<file path="src/rtl/thermocouple_scanner_if.sv">
`default_nettype none
// ============================================================================
// Module : thermocouple_scanner_if
// Brief  : SPI-master handshake, scan control and result stream of the scanner.
// Rev    : 1.0  initial release
// ============================================================================
interface thermocouple_scanner_if #(
  parameter int NUM_CH = 4,
  parameter int CH_W   = (NUM_CH > 1) ? $clog2(NUM_CH) : 1
);
  logic              scan_en;
  logic              spi_busy;
  logic              spi_done;
  logic [31:0]       spi_rx_data;
  logic              spi_start;
  logic [CH_W-1:0]   spi_ch;
  logic              out_valid;
  logic [CH_W-1:0]   out_ch;
  logic [13:0]       tc_temp;
  logic [11:0]       junction_temp;
  logic [3:0]        fault_bits;
  logic              out_timeout;
  logic [NUM_CH-1:0] fault_mask;
  logic              overrun;

  // master: the scanner; slave: SPI master plus downstream monitor
  modport master (
    input  scan_en, spi_busy, spi_done, spi_rx_data,
    output spi_start, spi_ch, out_valid, out_ch, tc_temp, junction_temp,
           fault_bits, out_timeout, fault_mask, overrun
  );

  modport slave (
    output scan_en, spi_busy, spi_done, spi_rx_data,
    input  spi_start, spi_ch, out_valid, out_ch, tc_temp, junction_temp,
           fault_bits, out_timeout, fault_mask, overrun
  );
endinterface
`default_nettype wire

</file>
<file path="src/rtl/thermocouple_scanner.sv">
`default_nettype none
// ============================================================================
// Module : thermocouple_scanner
// Brief  : Periodically reads NUM_CH MAX31855-style frames through an external
//          SPI master and publishes one decoded result per channel.
// Rev    : 1.0  initial release
// ============================================================================
module thermocouple_scanner #(
  parameter int NUM_CH         = 4,
  parameter int STARTUP_CYCLES = 3000,
  parameter int PERIOD_CYCLES  = 1000,
  parameter int TIMEOUT_CYCLES = 64,
  parameter int CH_W           = (NUM_CH > 1) ? $clog2(NUM_CH) : 1
) (
  input  logic                  clk,
  input  logic                  rst,
  thermocouple_scanner_if.master bus
);

  localparam int c_su_w  = $clog2(STARTUP_CYCLES + 1);
  localparam int c_per_w = $clog2(PERIOD_CYCLES + 1);
  localparam int c_to_w  = $clog2(TIMEOUT_CYCLES + 1);

  // STARTUP leaves early because the IDLE and REQ cycles complete the delay:
  // the first spi_start then lands exactly on cycle STARTUP_CYCLES.
  localparam logic [c_su_w-1:0]  c_su_last  = c_su_w'((STARTUP_CYCLES > 3) ? STARTUP_CYCLES - 3 : 0);
  localparam logic [c_per_w-1:0] c_per_full = c_per_w'(PERIOD_CYCLES);
  localparam logic [c_per_w-1:0] c_per_due  = c_per_w'((PERIOD_CYCLES > 1) ? PERIOD_CYCLES - 1 : 0);
  localparam logic [c_to_w-1:0]  c_to_last  = c_to_w'((TIMEOUT_CYCLES > 1) ? TIMEOUT_CYCLES - 1 : 0);
  localparam logic [CH_W-1:0]    c_ch_last  = CH_W'(NUM_CH - 1);

  typedef enum logic [1:0] {
    ST_STARTUP = 2'd0,
    ST_IDLE    = 2'd1,
    ST_REQ     = 2'd2,
    ST_WAIT    = 2'd3
  } state_t;

  state_t              r_state;
  state_t              w_state_next;
  logic                w_round_start;
  logic                w_issue;
  logic                w_done_hit;
  logic                w_to_hit;
  logic                w_result;
  logic                w_expired;
  logic                w_faulted;
  logic                w_unused_bits;

  logic [c_su_w-1:0]   r_su_cnt;
  logic [c_per_w-1:0]  r_per_cnt;
  logic [c_to_w-1:0]   r_to_cnt;
  logic [CH_W-1:0]     r_ch;
  logic                r_spi_start;
  logic                r_out_valid;
  logic [CH_W-1:0]     r_out_ch;
  logic [13:0]         r_tc_temp;
  logic [11:0]         r_junction_temp;
  logic [3:0]          r_fault_bits;
  logic                r_out_timeout;
  logic [NUM_CH-1:0]   r_fault_mask;
  logic                r_overrun;

  // Compared one cycle early so consecutive round starts are PERIOD_CYCLES apart.
  assign w_expired = (r_per_cnt >= c_per_due);
  assign w_result  = w_done_hit | w_to_hit;
  // Any raised fault flag, or a missing frame, marks the channel as faulted.
  assign w_faulted = w_to_hit |
                     (|{bus.spi_rx_data[16], bus.spi_rx_data[2:0]});
  assign w_unused_bits = ^{bus.spi_rx_data[17], bus.spi_rx_data[3]};

  always_ff @(posedge clk) begin
    if (rst) begin
      r_state <= ST_STARTUP;
    end else begin
      r_state <= w_state_next;
    end
  end

  always_comb begin
    w_state_next  = r_state;
    w_round_start = 1'b0;
    w_issue       = 1'b0;
    w_done_hit    = 1'b0;
    w_to_hit      = 1'b0;
    case (r_state)
      ST_STARTUP: begin
        if (r_su_cnt == c_su_last) begin
          w_state_next = ST_IDLE;
        end
      end
      ST_IDLE: begin
        if (bus.scan_en && w_expired) begin
          w_round_start = 1'b1;
          w_state_next  = ST_REQ;
        end
      end
      ST_REQ: begin
        if (!bus.spi_busy) begin
          w_issue      = 1'b1;
          w_state_next = ST_WAIT;
        end
      end
      ST_WAIT: begin
        // A frame arriving on the expiry cycle still wins over the timeout.
        if (bus.spi_done) begin
          w_done_hit = 1'b1;
        end else if (r_to_cnt == c_to_last) begin
          w_to_hit = 1'b1;
        end
        if (bus.spi_done || (r_to_cnt == c_to_last)) begin
          w_state_next = (r_ch == c_ch_last) ? ST_IDLE : ST_REQ;
        end
      end
      default: begin
        w_state_next = ST_STARTUP;
      end
    endcase
  end

  always_ff @(posedge clk) begin
    if (rst) begin
      r_su_cnt        <= '0;
      r_per_cnt       <= '0;
      r_to_cnt        <= '0;
      r_ch            <= '0;
      r_spi_start     <= 1'b0;
      r_out_valid     <= 1'b0;
      r_out_ch        <= '0;
      r_tc_temp       <= '0;
      r_junction_temp <= '0;
      r_fault_bits    <= '0;
      r_out_timeout   <= 1'b0;
      r_fault_mask    <= '0;
      r_overrun       <= 1'b0;
    end else begin
      r_spi_start <= w_issue;
      r_out_valid <= w_result;

      if (r_state == ST_STARTUP) begin
        r_su_cnt <= r_su_cnt + c_su_w'(1);
      end

      if (r_state == ST_STARTUP) begin
        r_per_cnt <= c_per_full;
      end else if (w_round_start) begin
        r_per_cnt <= '0;
      end else if (r_per_cnt != c_per_full) begin
        r_per_cnt <= r_per_cnt + c_per_w'(1);
      end

      if (w_issue) begin
        r_to_cnt <= '0;
      end else if ((r_state == ST_WAIT) && (r_to_cnt != c_to_last)) begin
        r_to_cnt <= r_to_cnt + c_to_w'(1);
      end

      if (w_round_start) begin
        r_ch <= '0;
      end else if (w_result && (r_ch != c_ch_last)) begin
        r_ch <= r_ch + CH_W'(1);
      end

      if (w_result) begin
        r_out_ch      <= r_ch;
        r_out_timeout <= w_to_hit;
        if (w_done_hit) begin
          r_tc_temp       <= bus.spi_rx_data[31:18];
          r_junction_temp <= bus.spi_rx_data[15:4];
          r_fault_bits    <= {bus.spi_rx_data[16], bus.spi_rx_data[2:0]};
        end else begin
          r_tc_temp       <= '0;
          r_junction_temp <= '0;
          r_fault_bits    <= 4'b1000;
        end
        for (int i = 0; i < NUM_CH; i++) begin
          if (r_ch == CH_W'(i)) begin
            r_fault_mask[i] <= w_faulted;
          end
        end
        if ((r_ch == c_ch_last) && w_expired) begin
          r_overrun <= 1'b1;
        end
      end
    end
  end

  assign bus.spi_start     = r_spi_start;
  assign bus.spi_ch        = r_ch;
  assign bus.out_valid     = r_out_valid;
  assign bus.out_ch        = r_out_ch;
  assign bus.tc_temp       = r_tc_temp;
  assign bus.junction_temp = r_junction_temp;
  assign bus.fault_bits    = r_fault_bits;
  assign bus.out_timeout   = r_out_timeout;
  assign bus.fault_mask    = r_fault_mask;
  assign bus.overrun       = r_overrun;

endmodule
`default_nettype wire

</file>
<file path="src/flat_wrapper.sv">
// flat-port wrapper written by rule: the top's interface ports become plain ports
module thermocouple_scanner_flat 
#(
  parameter int NUM_CH         = 4,
  parameter int STARTUP_CYCLES = 3000,
  parameter int PERIOD_CYCLES  = 1000,
  parameter int TIMEOUT_CYCLES = 64,
  parameter int CH_W           = (NUM_CH > 1) ? $clog2(NUM_CH) : 1
)
  (clk, rst, bus_scan_en, bus_spi_busy, bus_spi_done, bus_spi_rx_data, bus_spi_start, bus_spi_ch, bus_out_valid, bus_out_ch, bus_tc_temp, bus_junction_temp, bus_fault_bits, bus_out_timeout, bus_fault_mask, bus_overrun);
  thermocouple_scanner_if #(.NUM_CH(NUM_CH), .CH_W(CH_W)) bus_i ();
  input  logic clk;
  input  logic rst;
  input wire logic [$bits(bus_i.scan_en)-1:0] bus_scan_en;
  input wire logic [$bits(bus_i.spi_busy)-1:0] bus_spi_busy;
  input wire logic [$bits(bus_i.spi_done)-1:0] bus_spi_done;
  input wire logic [$bits(bus_i.spi_rx_data)-1:0] bus_spi_rx_data;
  output wire logic [$bits(bus_i.spi_start)-1:0] bus_spi_start;
  output wire logic [$bits(bus_i.spi_ch)-1:0] bus_spi_ch;
  output wire logic [$bits(bus_i.out_valid)-1:0] bus_out_valid;
  output wire logic [$bits(bus_i.out_ch)-1:0] bus_out_ch;
  output wire logic [$bits(bus_i.tc_temp)-1:0] bus_tc_temp;
  output wire logic [$bits(bus_i.junction_temp)-1:0] bus_junction_temp;
  output wire logic [$bits(bus_i.fault_bits)-1:0] bus_fault_bits;
  output wire logic [$bits(bus_i.out_timeout)-1:0] bus_out_timeout;
  output wire logic [$bits(bus_i.fault_mask)-1:0] bus_fault_mask;
  output wire logic [$bits(bus_i.overrun)-1:0] bus_overrun;
  assign bus_i.scan_en = bus_scan_en;
  assign bus_i.spi_busy = bus_spi_busy;
  assign bus_i.spi_done = bus_spi_done;
  assign bus_i.spi_rx_data = bus_spi_rx_data;
  assign bus_spi_start = bus_i.spi_start;
  assign bus_spi_ch = bus_i.spi_ch;
  assign bus_out_valid = bus_i.out_valid;
  assign bus_out_ch = bus_i.out_ch;
  assign bus_tc_temp = bus_i.tc_temp;
  assign bus_junction_temp = bus_i.junction_temp;
  assign bus_fault_bits = bus_i.fault_bits;
  assign bus_out_timeout = bus_i.out_timeout;
  assign bus_fault_mask = bus_i.fault_mask;
  assign bus_overrun = bus_i.overrun;
  thermocouple_scanner #(.NUM_CH(NUM_CH), .STARTUP_CYCLES(STARTUP_CYCLES), .PERIOD_CYCLES(PERIOD_CYCLES), .TIMEOUT_CYCLES(TIMEOUT_CYCLES), .CH_W(CH_W)) u_core (.clk(clk), .rst(rst), .bus(bus_i));
endmodule
</file>
<file path="config.mk">
export PLATFORM = sky130hd
export DESIGN_NAME = thermocouple_scanner_flat
export DESIGN_NICKNAME = d
export VERILOG_FILES = /design/src/rtl/thermocouple_scanner_if.sv /design/src/rtl/thermocouple_scanner.sv /design/src/flat_wrapper.sv
export SDC_FILE = /design/constraint.sdc
export NUM_CORES = 1
export LEC_CHECK = 0
export CAP_MARGIN = 20
export CORE_UTILIZATION = 48
export DETAILED_ROUTE_END_ITERATION = 7
export GPL_ROUTABILITY_DRIVEN = 0
export PLACE_DENSITY = 0.85
export SYNTH_ARGS = -nofsm -noshare
export SYNTH_HDL_FRONTEND = slang
export SYNTH_SLANG_ARGS = --single-unit
</file>
<file path="constraint.sdc">
create_clock -name clk -period 2.2 [get_ports clk]
set_input_delay 0.22 -clock clk [delete_from_list [all_inputs] [get_ports clk]]
set_output_delay 0.22 -clock clk [all_outputs]
set_load 0.03 [all_outputs]
</file>
# --- Word level (Yosys, flattened, before mapping) ---
# Cells that the tools add are included.
classes:
  addsub: 4
  order_cmp: 1
  eq_ne: 15
  muxes: 21
  n_bitwise: 2
  n_reduce_logical: 18
ops:
  columns: ["op", "n"]
  rows:
  - ["10-bit 2-to-1 mux", 3]
  - ["14-bit 2-to-1 mux", 1]
  - ["12-bit by 1-bit adder with 12-bit output, second input constant", 1]
  - ["12-bit == test, second input constant", 1]
  - ["12-bit 2-to-1 mux", 1]
  - ["10-bit by 1-bit adder with 10-bit output, second input constant", 1]
  - ["10-bit greater-or-equal comparator, second input constant", 1]
  - ["2-bit 2-to-1 mux", 5]
  - ["10-bit != test, second input constant", 1]
  - ["2-bit AND reduction", 5]
  - ["1-bit 2-to-1 mux", 9]
  - ["2-bit == test, second input constant", 4]
  - ["2-bit one-hot mux with 4 select lines", 1]
  - ["7-bit by 1-bit adder with 7-bit output, second input constant", 1]
  - ["7-bit by 6-bit == test with 1-bit output, second input constant", 1]
  - ["7-bit by 6-bit != test with 1-bit output, second input constant", 1]
  - ["2-bit by 1-bit != test with 1-bit output, second input constant", 3]
  - ["2-bit by 1-bit == test with 1-bit output, second input constant", 2]
  - ["1-bit logical AND", 4]
  - ["2-bit logical NOT", 2]
  - ["4-bit 2-to-1 mux", 1]
  - ["2-bit != test, second input constant", 2]
  - ["4-bit AND reduction", 1]
  - ["2-bit OR reduction", 2]
  - ["6 further kinds", 7]
totals:
  register_bits: 73
  out_inout_bits: 42
  wordCells: 79

# --- Longest topological paths before layout ---
logic_depth:
  word_depth: 6
  mapped_depth: 7
  ltp_nobuf: 6

# --- Least setup slack after synthesis ---
# No wires, ideal clock.
synth_path:
  kind: "register to register"
  startpoint: "reg u_core.r_to_cnt[0]"
  endpoint: "reg u_core.r_fault_mask[2], in the netlist u_core.bus.fault_mask[2]"
  t_arrival_ps: 1580
  t_required_ps: 2085
  setup_slack_ps: 504
  stages_incl_launch_ff: 8
  period_less_slack_ps: 1696
  cell_sequence: "dfxtp_1 ha_1 and4_1 buf_2 a31o_2 buf_4 and3_1 a31o_1"
synth_between:
  elab_chain_cells: 6
  elab_cells_between_ends: 7
  classes_between: "eq/ne: 1; mux: 3; bitwise: 2; reduce/logical: 1"
synth_lines:
  columns: ["item", "line", "text"]
  rows:
  - ["start: declaration", "thermocouple_scanner.sv:52", "logic [c_to_w-1:0] r_to_cnt;"]
  - ["start signal: assignment", "thermocouple_scanner.sv:155", "r_to_cnt <= r_to_cnt + c_to_w'(1);"]
  - ["7-bit by 6-bit == test with 1-bit output (*)", "thermocouple_scanner.sv:108", "end else if (r_to_cnt == c_to_last) begin"]
  - ["1-bit 2-to-1 mux (*)", "thermocouple_scanner.sv:108", null]
  - ["1-bit 2-to-1 mux (*)", "thermocouple_scanner.sv:106", "if (bus.spi_done) begin"]
  - ["1-bit 2-to-1 mux (*)", "thermocouple_scanner.sv:86", "case (r_state)"]
  - ["1-bit bitwise OR", "thermocouple_scanner.sv:66", "assign w_result = w_done_hit | w_to_hit;"]
  - ["2-bit AND reduction (no source line)", null, null]
  - ["end signal: indexed assignment", "thermocouple_scanner.sv:178", "r_fault_mask[i] <= w_faulted;"]
  - ["end: declaration", "thermocouple_scanner.sv:61", "logic [NUM_CH-1:0] r_fault_mask;"]
# Mark *: on every way between the ends. The rest lies on a longest branch, timed or not.
# A chain may end at the register's enable or synchronous reset.

# --- Final worst setup path ---
layout_path:
  startpoint: "reg u_core.r_per_cnt[0]"
  endpoint: "reg u_core.r_per_cnt[7]"
layout_between:
  elab_chain_cells: 6
  elab_cells_between_ends: 10
  classes_between: "add/sub: 1; order compare: 1; eq/ne: 1; mux: 5; reduce/logical: 2"
layout_lines:
  columns: ["item", "line", "text"]
  rows:
  - ["start: declaration", "thermocouple_scanner.sv:51", "logic [c_per_w-1:0] r_per_cnt;"]
  - ["start signal: assignment", "thermocouple_scanner.sv:145", "r_per_cnt <= c_per_full;"]
  - ["start signal: assignment", "thermocouple_scanner.sv:149", "r_per_cnt <= r_per_cnt + c_per_w'(1);"]
  - ["10-bit greater-or-equal comparator", "thermocouple_scanner.sv:65", "assign w_expired = (r_per_cnt >= c_per_due);"]
  - ["1-bit logical AND", "thermocouple_scanner.sv:93", "if (bus.scan_en && w_expired) begin"]
  - ["1-bit 2-to-1 mux", "thermocouple_scanner.sv:93", null]
  - ["1-bit 2-to-1 mux", "thermocouple_scanner.sv:86", null]
  - ["10-bit 2-to-1 mux", "thermocouple_scanner.sv:146", "end else if (w_round_start) begin"]
  - ["10-bit 2-to-1 mux", "thermocouple_scanner.sv:144", "if (r_state == ST_STARTUP) begin"]
# Parallel ways exist; a longest one is shown, timed or not. The select of a mux whose other input is x is not followed.

==> impl_results.md <==
- Clk root buf: clkbuf_8
- Via count: 2,673
- Die Ht: a little over 80 um
- Worst R2R Setup Slack: 0.33 ns
- Area Overhead vs Synth: 33.6%
- Buf/Inv on CP: 0
- CP peak stage delay: around 0.52 ns
- Largest family of logic cells by synthesized area: simple AND/OR/NAND/NOR gates
- Multiplexer share of the synthesized area: less than 1%
- Final core occ: 67.9%
- GRT Residual Overflow: 0
- Predominant post-synthesis flop cell: dfxtp_1
- Critical path's slowest cell: a41o_1
- Core ar.: between 0.006 and 0.007 sq mm
- Sum Neg Setup Slack: 0 ns
- Dpl cell area: approximately 0.0039 sq mm
- Max Slew Vio Count: 0
- Post-synthesis sequential area ratio: 47.7%
- Simple-gate share of the synthesized area: around 20%
- Distinct cell type count after synthesis: 49
- RSZ-0062 raised after global routing: no
- Number of flops mapped to enable cells by yosys: 0
- Share of cells above drive strength 1: 7.09%
- Total Wirelength: about 7.4 mm
- Max Clock Skew: ~0.013 ns
- Buffers on Ports: 76
- WL/cell: ~15 um
- Vias per cell: 5.52
- Leakage: around 0.0015 uW
- Initial DRC Count: 224
- Synthesized Nets: between 300 and 400
- Final setup fails: 0
- Crit path required time: ~2.4 ns
- Hold Crit Class: input port to flop
- Syn Area/Cell: 9.21 sq um
- TritonCTS clock tree: done
- CP max FO: 13
- Worst Tran Pin Value: ~0.56 ns
- Fmax achieved: about 0.53 GHz
- Final setup margin: about 0.33 ns
- Post-Syn Area: between 0.003 and 0.004 sq mm
- Dpl hpwl: between 4 and 5 mm
- Status: finished, final reports clean
- Adder-Cell Fraction of Synth Area: around 3.7%
- Xor/xnor share of the synthesized area: 6.29%
- Die width: 81.9 um
- Hold buffers post-CTS: 0
- Compound-Gate Fraction of Synth Area: about 16%
- Crit path cell chain: ha_1 -> a221oi_1 -> nor3_1 -> a41o_1 -> o21ai_0
- Post-CTS sizing: 0
- Final cycle utilization of the critical path: about 85%
- Post-Syn Instances: ~330
- CP delay by family, top: compound AO/OA/AOI/OAI gates
- Clock transition at the registers of the reported paths: ~0.070 ns
- Critical Path Sink: u_core.r_per_cnt[7]
- Largest net degree at the start of global routing: 33
- Clk sinks: between 70 and 80
- Clock Latency Late Sink: 0.36 ns
- Setup crit start kind: flop
- Antenna diodes: 0
- Final min period: about 1.9 ns
- Maximum root-to-sink buffer count: 2
- Initial antenna violation count: 0
- Final #Nets: 450
- Dpl ws: roughly 0.36 ns
- Total CTS buffers: 9
- RR Startpoint: u_core.r_per_cnt[0]
- Min-Delay Path Depth: 2
- CTS H-tree depth: 3
- Antenna-violating nets left: 0
- Slew HR: between 60 and 70%
- Setup Fix Bufs, Post-CTS: 0
- Fill count: ~450
- Kind of critical path: flop to flop
- Pre-antenna DRT Iters: 4
- Layout Cell Area excl Fill: around 0.004 sq mm
- DR DRC count: 0
- Row Count: 28
- R2R depth: 5
- CP Launch Point: u_core.r_per_cnt[0]
- Seq cells post-synth: between 70 and 80
- Initial Util: between 50% and 60%
- Reg2reg end: u_core.r_per_cnt[7]
- Total Power: approximately 2800 uW
- Yosys warns: 0
- Vias in the first global route: between 2,000 and 3,000
- Worst path depth: 5
- First-pass GRT wire length: 11.5 mm
- Ports: 79
- GR Util All Layers: a little under a quarter
- Worst vdd ir: roughly 0.46 mV
- Hold Fails Final Rpt: 0
- Pwr dens: 674 mW/mm^2
- Max-Cap Viols: 0
- FFs w/ async S/R, synth: 0%
- Die area: about 0.0067 sq mm
- Critical path arrival: between 2 and 2.5 ns
- Worst setup EP type: flop
## cells in the final DEF, fill, tap and decap left out, types with 4 or more instances in the layout
cell | Yosys | layout
inv_1 | 12 | 12
a21oi_1 | 11 | 11
buf_4 | 1 | 4
nor3_1 | 13 | 13
o21ai_0 | 11 | 11
nand4_1 | 7 | 7
xnor2_1 | 11 | 11
a22oi_1 | 29 | 29
ha_1 | 9 | 9
xor2_1 | 11 | 11
and3_1 | 5 | 5
nor2_1 | 51 | 51
nand2_1 | 19 | 19
clkdlybuf4s50_1 | 0 | 75
dfxtp_1 | 73 | 73
nand3_1 | 7 | 7
clkbuf_8 | 0 | 9
## logic make-up after synthesis
family                   after synthesis
flip-flops                            73
buffers and inverters                 33
AO/OA/AOI/OAI                         72
XOR/XNOR                              22
adder cells (fa/ha/maj)                9
AND/OR/NAND/NOR                      122
multiplexers                           2
## metrics by stage
step           cells  hold WS, ns
2_1_floorplan    333        0.383
3_3_place_gp     468        0.442
3_5_place_dp     468        0.447
4_1_cts          484        0.251
5_1_grt          484        0.272
6_report         484        0.273
## power breakdown
group	switching, uW	internal (uW)
clock	524	757
sequential	14.2	1330
combinational	55.8	74.4
## synth_stat cells (all sizes together), types with 2 or more instances
library cell	instances	area, sq um
or3	3	18.8
and4	2	17.5
inv	12	45.0
nand3	8	45.0
or4	2	15.0
a221oi	2	17.5
a21oi	11	55.1
a31o	4	35.0
nand4	7	43.8
o31ai	2	15.0
nor2	51	191
nor4	2	27.5
a22oi	29	218
ha	9	113
a311oi	2	17.5
mux2i	2	20.0
dfxtp	73	1460
nor3	13	65.1
xor2	11	96.3
xnor2	11	96.3
a211oi	2	15.0
buf	11	75.1
clkbuf	10	37.5
a31oi	3	25.0
and2	2	12.5
and3	5	31.3
nand2	19	71.3
o21ai	12	60.1
## flip-flops by register name (all words and copies together) (netlist names), 2 cells and up
register and cells:
u_core.bus.tc_temp 14, u_core.r_per_cnt 10, u_core.bus.fault_mask 4, u_core.r_su_cnt 12
u_core.bus.junction_temp 12, u_core.bus.out_ch 2, u_core.r_state 2, u_core.bus.spi_ch 2
u_core.r_to_cnt 7, u_core.bus.fault_bits 4
## how the worst min path moves through the flow
stage | from | end | slack [ns]
4_1_cts | rst | u_core.r_su_cnt[3] | 0.25
5_1_grt | rst | u_core.bus.overrun | 0.27
6_report | rst | u_core.r_su_cnt[0] | 0.27
3_3_place_gp | u_core.r_to_cnt[6] | u_core.r_to_cnt[6] | 0.44
3_5_place_dp | u_core.bus.out_ch[0] | u_core.bus.out_ch[0] | 0.45
2_1_floorplan | bus_spi_rx_data[0] | u_core.bus.fault_bits[0] | 0.38
## per-layer routing
layer	vias to the layer above	wire length (um)	track usage, %	part of all wire (%)
met3	10	319	6.89	4.3
met4	0	108	9.82	1.5
met1	1282	3320	27.7	45
met5	-	0	0	0
li1	1317	-	-	-
met2	64	3640	37.5	49
## layout make-up
class	count	area, sq um	share of cell area [%]
tap	75	93.8	2.29
inverter	12	45.0	1.10
clock inverter	6	114	2.78
sequential	73	1460	35.7
multi-input combinational	227	1450	35.3
timing repair buffer	81	806	19.7
clock buffer	10	128	3.12
Note: power is estimated with default switching activity, not from simulation.
